**config.mk**
```make
export PLATFORM = sky130hd
export DESIGN_NAME = bus_decoder
export DESIGN_NICKNAME = d
export VERILOG_FILES = /design/src/rtl/bus_decoder.sv
export SDC_FILE = /design/constraint.sdc
export NUM_CORES = 1
export LEC_CHECK = 0
export CAP_MARGIN = 0
export CORE_MARGIN = 4
export CORE_UTILIZATION = 43
export CTS_CLUSTER_DIAMETER = 50
export DETAILED_ROUTE_END_ITERATION = 8
export PLACE_DENSITY_LB_ADDON = 0.1
export RECOVER_POWER = 50
export REMOVE_ABC_BUFFERS = 1
export SLEW_MARGIN = 20
export SYNTH_ARGS = -nofsm -noshare
export SYNTH_HDL_FRONTEND = slang
export SYNTH_SLANG_ARGS = --single-unit
```
**constraint.sdc**
```tcl
create_clock -name clk_in -period 2.75 [get_ports clk_in]
set_clock_uncertainty 0.05 [all_clocks]
set_input_delay 0.275 -clock clk_in [delete_from_list [all_inputs] [get_ports clk_in]]
set_output_delay 0.275 -clock clk_in [all_outputs]
set_load 0.05 [all_outputs]
```
**src/rtl/bus_decoder.sv**
```systemverilog
// bus_decoder: routes picorv32 native memory requests to one of NUM_SLAVES
// address windows, muxes the response back, and turns unmapped, illegal or
// stalled accesses into an error response so the CPU never hangs.
module bus_decoder #(
    parameter int unsigned NUM_SLAVES = 4,
    parameter int unsigned ADDR_WIDTH = 32,
    parameter int unsigned DATA_WIDTH = 32,
    parameter logic [NUM_SLAVES*ADDR_WIDTH-1:0] SLAVE_BASE =
        {32'h10000100, 32'h10000000, 32'h00001000, 32'h00000000},
    parameter logic [NUM_SLAVES*ADDR_WIDTH-1:0] SLAVE_MASK =
        {32'hFFFFFF00, 32'hFFFFFF00, 32'hFFFFF000, 32'hFFFFF000},
    parameter logic [NUM_SLAVES-1:0] SLAVE_INSTR_OK = 4'b0001,
    parameter int unsigned TIMEOUT = 255,
    parameter logic [DATA_WIDTH-1:0] ERR_DATA = 32'hDEADBEEF
) (
    input  logic                             clk_in,
    input  logic                             reset_n_in,
    input  logic                             m_valid_in,
    input  logic                             m_instr_in,
    input  logic [ADDR_WIDTH-1:0]            m_addr_in,
    input  logic [DATA_WIDTH-1:0]            m_wdata_in,
    input  logic [DATA_WIDTH/8-1:0]          m_wstrb_in,
    output logic                             m_ready_out,
    output logic [DATA_WIDTH-1:0]            m_rdata_out,
    output logic [NUM_SLAVES-1:0]            s_enable_out,
    output logic                             s_write_out,
    output logic [ADDR_WIDTH-1:0]            s_addr_out,
    output logic [DATA_WIDTH-1:0]            s_wdata_out,
    output logic [DATA_WIDTH/8-1:0]          s_wstrb_out,
    input  logic [NUM_SLAVES-1:0]            s_ready_in,
    input  logic [NUM_SLAVES*DATA_WIDTH-1:0] s_rdata_in,
    output logic                             err_out,
    output logic [ADDR_WIDTH-1:0]            err_addr_out,
    output logic [7:0]                       err_count_out
);

    localparam int unsigned STRB_WIDTH = DATA_WIDTH / 8;
    localparam int unsigned SEL_WIDTH  = (NUM_SLAVES > 1) ? $clog2(NUM_SLAVES) : 1;
    localparam int unsigned TMO_WIDTH  = (TIMEOUT > 0) ? $clog2(TIMEOUT + 1) : 1;

    typedef enum logic [1:0] {
        ST_IDLE   = 2'd0,
        ST_ACTIVE = 2'd1,
        ST_DONE   = 2'd2
    } state_e;

    state_e                  state_q, state_d;

    logic [SEL_WIDTH-1:0]    sel_q, sel_d;
    logic [NUM_SLAVES-1:0]   enable_q, enable_d;
    logic [ADDR_WIDTH-1:0]   s_addr_q, s_addr_d;
    logic [DATA_WIDTH-1:0]   s_wdata_q, s_wdata_d;
    logic [STRB_WIDTH-1:0]   s_wstrb_q, s_wstrb_d;
    logic                    s_write_q, s_write_d;
    logic [ADDR_WIDTH-1:0]   req_addr_q, req_addr_d;
    logic                    req_wr_q, req_wr_d;
    logic                    err_pend_q, err_pend_d;
    logic [TMO_WIDTH-1:0]    tmo_cnt_q, tmo_cnt_d;
    logic                    ready_q, ready_d;
    logic [DATA_WIDTH-1:0]   rdata_q, rdata_d;
    logic                    err_q, err_d;
    logic [ADDR_WIDTH-1:0]   err_addr_q, err_addr_d;
    logic [7:0]              err_cnt_q, err_cnt_d;

    logic                    dec_hit;
    logic [SEL_WIDTH-1:0]    dec_idx;
    logic [ADDR_WIDTH-1:0]   dec_mask;
    logic                    sel_ready;
    logic [DATA_WIDTH-1:0]   sel_rdata;
    logic                    tmo_hit;

    // Address decode: lowest-index window that hits and permits this access type
    always_comb begin
        dec_hit  = 1'b0;
        dec_idx  = '0;
        dec_mask = '0;
        for (int unsigned i = 0; i < NUM_SLAVES; i++) begin
            if (!dec_hit &&
                ((m_addr_in & SLAVE_MASK[i*ADDR_WIDTH +: ADDR_WIDTH]) ==
                 SLAVE_BASE[i*ADDR_WIDTH +: ADDR_WIDTH]) &&
                (!m_instr_in || SLAVE_INSTR_OK[i])) begin
                dec_hit  = 1'b1;
                dec_idx  = SEL_WIDTH'(i);
                dec_mask = SLAVE_MASK[i*ADDR_WIDTH +: ADDR_WIDTH];
            end
        end
    end

    // Response mux: only the selected slave's ready and data are observed
    always_comb begin
        sel_ready = 1'b0;
        sel_rdata = '0;
        for (int unsigned i = 0; i < NUM_SLAVES; i++) begin
            if (sel_q == SEL_WIDTH'(i)) begin
                sel_ready = s_ready_in[i];
                sel_rdata = s_rdata_in[i*DATA_WIDTH +: DATA_WIDTH];
            end
        end
    end

    // Timeout fires when the ACTIVE cycle counter has reached TIMEOUT
    always_comb begin
        tmo_hit = 1'b0;
        if (TIMEOUT != 0) begin
            tmo_hit = (tmo_cnt_q == TMO_WIDTH'(TIMEOUT));
        end
    end

    // State register
    always_ff @(posedge clk_in or negedge reset_n_in) begin
        if (!reset_n_in) begin
            state_q <= ST_IDLE;
        end else begin
            state_q <= state_d;
        end
    end

    // Next-state logic; decode misses spend one cycle in ACTIVE with no slave
    // enabled so the error response lands on the same edge as the fastest slave
    always_comb begin
        state_d = state_q;
        case (state_q)
            ST_IDLE: begin
                if (m_valid_in) begin
                    state_d = ST_ACTIVE;
                end
            end
            ST_ACTIVE: begin
                if (!m_valid_in) begin
                    state_d = ST_IDLE;
                end else if (err_pend_q || sel_ready || tmo_hit) begin
                    state_d = ST_DONE;
                end
            end
            ST_DONE: begin
                state_d = ST_IDLE;
            end
            default: begin
                state_d = ST_IDLE;
            end
        endcase
    end

    // Output/datapath logic: latch the request, drive the slave, form the response
    always_comb begin
        sel_d      = sel_q;
        enable_d   = enable_q;
        s_addr_d   = s_addr_q;
        s_wdata_d  = s_wdata_q;
        s_wstrb_d  = s_wstrb_q;
        s_write_d  = s_write_q;
        req_addr_d = req_addr_q;
        req_wr_d   = req_wr_q;
        err_pend_d = err_pend_q;
        tmo_cnt_d  = tmo_cnt_q;
        ready_d    = 1'b0;
        rdata_d    = '0;
        err_d      = 1'b0;
        err_addr_d = err_addr_q;
        err_cnt_d  = err_cnt_q;

        case (state_q)
            ST_IDLE: begin
                if (m_valid_in) begin
                    req_addr_d = m_addr_in;
                    req_wr_d   = |m_wstrb_in;
                    err_pend_d = !dec_hit;
                    tmo_cnt_d  = '0;
                    if (dec_hit) begin
                        sel_d             = dec_idx;
                        enable_d          = '0;
                        enable_d[dec_idx] = 1'b1;
                        s_addr_d          = m_addr_in & ~dec_mask;
                        s_wdata_d         = m_wdata_in;
                        s_wstrb_d         = m_wstrb_in;
                        s_write_d         = |m_wstrb_in;
                    end
                end
            end
            ST_ACTIVE: begin
                tmo_cnt_d = tmo_cnt_q + TMO_WIDTH'(1);
                if (!m_valid_in) begin
                    enable_d = '0;
                end else if (!err_pend_q && sel_ready) begin
                    enable_d = '0;
                    ready_d  = 1'b1;
                    rdata_d  = req_wr_q ? '0 : sel_rdata;
                end else if (err_pend_q || tmo_hit) begin
                    enable_d   = '0;
                    ready_d    = 1'b1;
                    err_d      = 1'b1;
                    rdata_d    = req_wr_q ? '0 : ERR_DATA;
                    err_addr_d = req_addr_q;
                    err_cnt_d  = (err_cnt_q == 8'hFF) ? err_cnt_q : err_cnt_q + 8'd1;
                end
            end
            ST_DONE: begin
                enable_d = '0;
            end
            default: begin
                enable_d = '0;
            end
        endcase
    end

    // Datapath and output registers
    always_ff @(posedge clk_in or negedge reset_n_in) begin
        if (!reset_n_in) begin
            sel_q      <= '0;
            enable_q   <= '0;
            s_addr_q   <= '0;
            s_wdata_q  <= '0;
            s_wstrb_q  <= '0;
            s_write_q  <= 1'b0;
            req_addr_q <= '0;
            req_wr_q   <= 1'b0;
            err_pend_q <= 1'b0;
            tmo_cnt_q  <= '0;
            ready_q    <= 1'b0;
            rdata_q    <= '0;
            err_q      <= 1'b0;
            err_addr_q <= '0;
            err_cnt_q  <= '0;
        end else begin
            sel_q      <= sel_d;
            enable_q   <= enable_d;
            s_addr_q   <= s_addr_d;
            s_wdata_q  <= s_wdata_d;
            s_wstrb_q  <= s_wstrb_d;
            s_write_q  <= s_write_d;
            req_addr_q <= req_addr_d;
            req_wr_q   <= req_wr_d;
            err_pend_q <= err_pend_d;
            tmo_cnt_q  <= tmo_cnt_d;
            ready_q    <= ready_d;
            rdata_q    <= rdata_d;
            err_q      <= err_d;
            err_addr_q <= err_addr_d;
            err_cnt_q  <= err_cnt_d;
        end
    end

    assign m_ready_out   = ready_q;
    assign m_rdata_out   = rdata_q;
    assign s_enable_out  = enable_q;
    assign s_write_out   = s_write_q;
    assign s_addr_out    = s_addr_q;
    assign s_wdata_out   = s_wdata_q;
    assign s_wstrb_out   = s_wstrb_q;
    assign err_out       = err_q;
    assign err_addr_out  = err_addr_q;
    assign err_count_out = err_cnt_q;

endmodule

```
==> results.md <==
* Most frequent cells in the layout: clkdlybuf4s50_1 (330), nand2_1 (207), dfrtp_1 (192)
* Most common cell after layout, fill and taps aside: clkdlybuf4s50_1
* Mapped Area at about 8200 µm²
* Flops & latches, synth at a little under 200
* Die Y at between 100 and 150 µm
* Distinct cells, synth at 40
* Vias in the first global route at slightly below 7k
* Post-synth ARST share at 100%
* RSZ-0062 raised after global routing: no
* First-pass iteration count of the detailed router at 4
* Skew-Pair Late Insertion Delay at ~430 ps
* Routability cong. at around 0.84
* Sw Share at between 30% and 40%
* Total chip power at 7860 µW
* Max-cap violations at 0
* Vias at 6501
* Clock input transition at the sequential cells of the worst setup and hold paths at approximately 80 ps
* DR vias/cell at between 4 and 5
* H-Tree Depth at 4
* Post-CTS Hold Buffers at 1
* Initial antenna violation count at 0
* CTS root buf: clkbuf_16
* IO Pins at about 350
* Switching pwr at roughly 2700 µW
* TritonCTS Buffers at 17
* First-pass GRT wire length at about 36000 µm
* Post-route clock period utilization at between 80% and 90%
* Seq/Total Area, Yosys at about three fifths
* WL final at roughly 23000 µm
* Largest net degree at the start of global routing at 80
* Core Area at around 19000 µm²
* Post-Syn Area per Cell at 11.7 µm²
* DR WL/cell at approximately 18 µm
* IO buf count at 350
* # diodes at 0
* Maximum VDD drop at approximately 0.00038 V
* Layout cells sized above 1 at 12.7%
* Global-route usage over all layers at between 20% and 30%
* Max-slew headroom at about a fifth
* CP max FO at 15
* CP endpoint kind: flop
* CTS tree: yes
* Die area at 21400 µm²
* Total leakage power at roughly 0.0058 µW
* Period minus WS final at between 2000 and 2500 ps
* Post-CTS setup buffers at 0
* Startpoint types: primary input
* Status: complete, no violations
* CTS max path bufs at 2
* Worst EP required at between 3000 and 4000 ps
* Combinational Power Share at between 20 and 30%
* Final Util at ~67%
* Clock network fraction of total power at around 30%
* Remaining global-route overflow at 0
* Mapped Cells at roughly 700
* EDFF count, synth at 0
* Crit path kind: in2reg
* Initial core utilization at a little over two fifths
* Cell Int Power at slightly above 5000 µW
* DR iter-0 viols at around 330
* Worst EP arrival at roughly 2500 ps
* DP HPWL at roughly 18000 µm
* Antenna Violating Nets Remaining at 0
* Nets at roughly 1.3k
* Synth Warn # at 0
* PD cells at between 600 and 700 nW/µm²
* Max frequency at roughly 440 MHz
* Residual DRC count at 0
* Final setup vio count at 0
* Clock Sink Count at approximately 190
* Final Hold Fails at 0
* Resize count post-CTS at 0
* Worst-margin pin slew at approximately 1200 ps
* Num rows at 50
* Die Span X at between 100 and 150 µm
* Hold Path Class: in2reg
* Predominant post-synthesis flop cell: dfrtp_1
* Area added between synthesis and finish at 52.5%
* Max-slew violations at 0
* Reg power frac at a little over two fifths
## power by group through the flow
stage	Clock, µW	Combinational (µW)	Sequential, µW
2_1_floorplan	0	424	4130
5_1_grt	2580	2240	3410
4_1_cts	2450	2150	3360
6_report	2390	2100	3360
3_3_place_gp	0	2120	3410
3_5_place_dp	0	2140	3420
## metrics by stage
| step | instances | cell area [µm²] | TNS, ps | hold slack (ps) | setup WS [ps] |
|---|---|---|---|---|---|
| after floorplan | 663 | 8000 | -153110 | -70.6 | -1400 |
| after global placement | 1268 | 12000 | 0 | 314 | 39.9 |
| after detailed placement | 1268 | 12000 | 0 | 313 | 33.1 |
| after CTS | 1301 | 12600 | 0 | 338 | 451 |
| after global routing | 1301 | 12500 | 0 | 349 | 226 |
| final | 1301 | 12500 | 0 | 352 | 469 |
## sequential cells by signal (all words and copies together) (netlist names)
signal         count
tmo_cnt_q          8
err_count_out      8
m_rdata_out       32
s_wdata_out       32
err_pend_q         1
sel_q              2
err_out            1
s_addr_out        32
s_enable_out       4
err_addr_out      32
req_addr_q        32
m_ready_out        1
s_wstrb_out        4
state_q            2
req_wr_q           1
s_write_out        1
## worst paths after layout
| kind | from | slack [ps] | to | depth (start not counted) |
|---|---|---|---|---|
| max in group asynchronous | reset_n_in | 700 | sel_q[0]$_DFFE_PN0P_ | 3 |
| hold reg to reg | req_addr_q[2]$_DFFE_PN0P_ | 410 | err_addr_out[2]$_DFFE_PN0P_ | 2 |
| setup / recovery | m_addr_in[23] | 470 | sel_q[0]$_DFFE_PN0P_ | 8 |
| hold / removal | m_addr_in[25] | 350 | req_addr_q[25]$_DFFE_PN0P_ | 3 |
| setup reg to reg | sel_q[0]$_DFFE_PN0P_ | 470 | m_rdata_out[28]$_DFF_PN0_ | 4 |
| min in group asynchronous | reset_n_in | 360 | err_addr_out[18]$_DFFE_PN0P_ | 2 |
## layout make-up
| class | count | area, µm² |
|---|---|---|
| multi-input combinational | 465 | 3160 |
| clock buffer | 18 | 429 |
| sequential | 193 | 4830 |
| tap | 234 | 293 |
| fill | 1433 | 6230 |
| clock inverter | 14 | 138 |
| inverter | 5 | 18.8 |
| timing repair buffer | 372 | 3660 |
## cell families (layout without fill, tap and decap cells)
logic type / Yosys count / in the layout / share of synthesized area [%]
xor+xnor: 6 / 6 / 0.639
mux: 80 / 80 / 15.5
buf+inv: 45 / 409 / 2.91
compound gates: 60 / 60 / 4.28
fa+ha+maj: 2 / 2 / 0.304
flops: 193 / 193 / 58.8
simple gates: 317 / 317 / 17.6
## worst max-delay path, stage by stage
cell and delay (ps):
clkdlybuf4s50_1 420, nor4_1 370, buf_4 170, nand3_1 110
buf_4 190, nor4_4 330, buf_4 300, mux2_2 370
## layer usage
layer  vias to the layer above  routed length, µm  GRT usage, %  share of wire (%)
li1                       3082                  -             -                  -
met1                      3170               9470          27.0                 41
met2                       224              11800          37.2                 51
met3                        25               1590          6.30                6.8
met4                         0                376          6.11                1.6
met5                         -                  0             0                  0
## synthesized netlist by cell type, types with 3 or more instances
library cell    n  area, µm²
nand4_1         6       37.5
nand2b_1       26        163
nor4_1          7       43.8
a22o_1          3       26.3
and3_1          4       25.0
nand2_1       207        777
nor3_1          3       15.0
o31ai_1         3       22.5
nor2b_1        32        200
o21ai_0        17       85.1
mux2_1          3       33.8
buf_4           6       45.0
xnor2_1         4       35.0
a31oi_1         3       18.8
buf_2           8       40.0
nor2_1         12       45.0
mux4_2         33        743
dfrtp_1       193       4830
a21oi_1        28        140
inv_1           4       15.0
mux2_2         43        484
nand3_1        10       50.1
clkbuf_1       21       78.8
buf_6           5       56.3
Note: power is estimated with default switching activity, not from simulation.
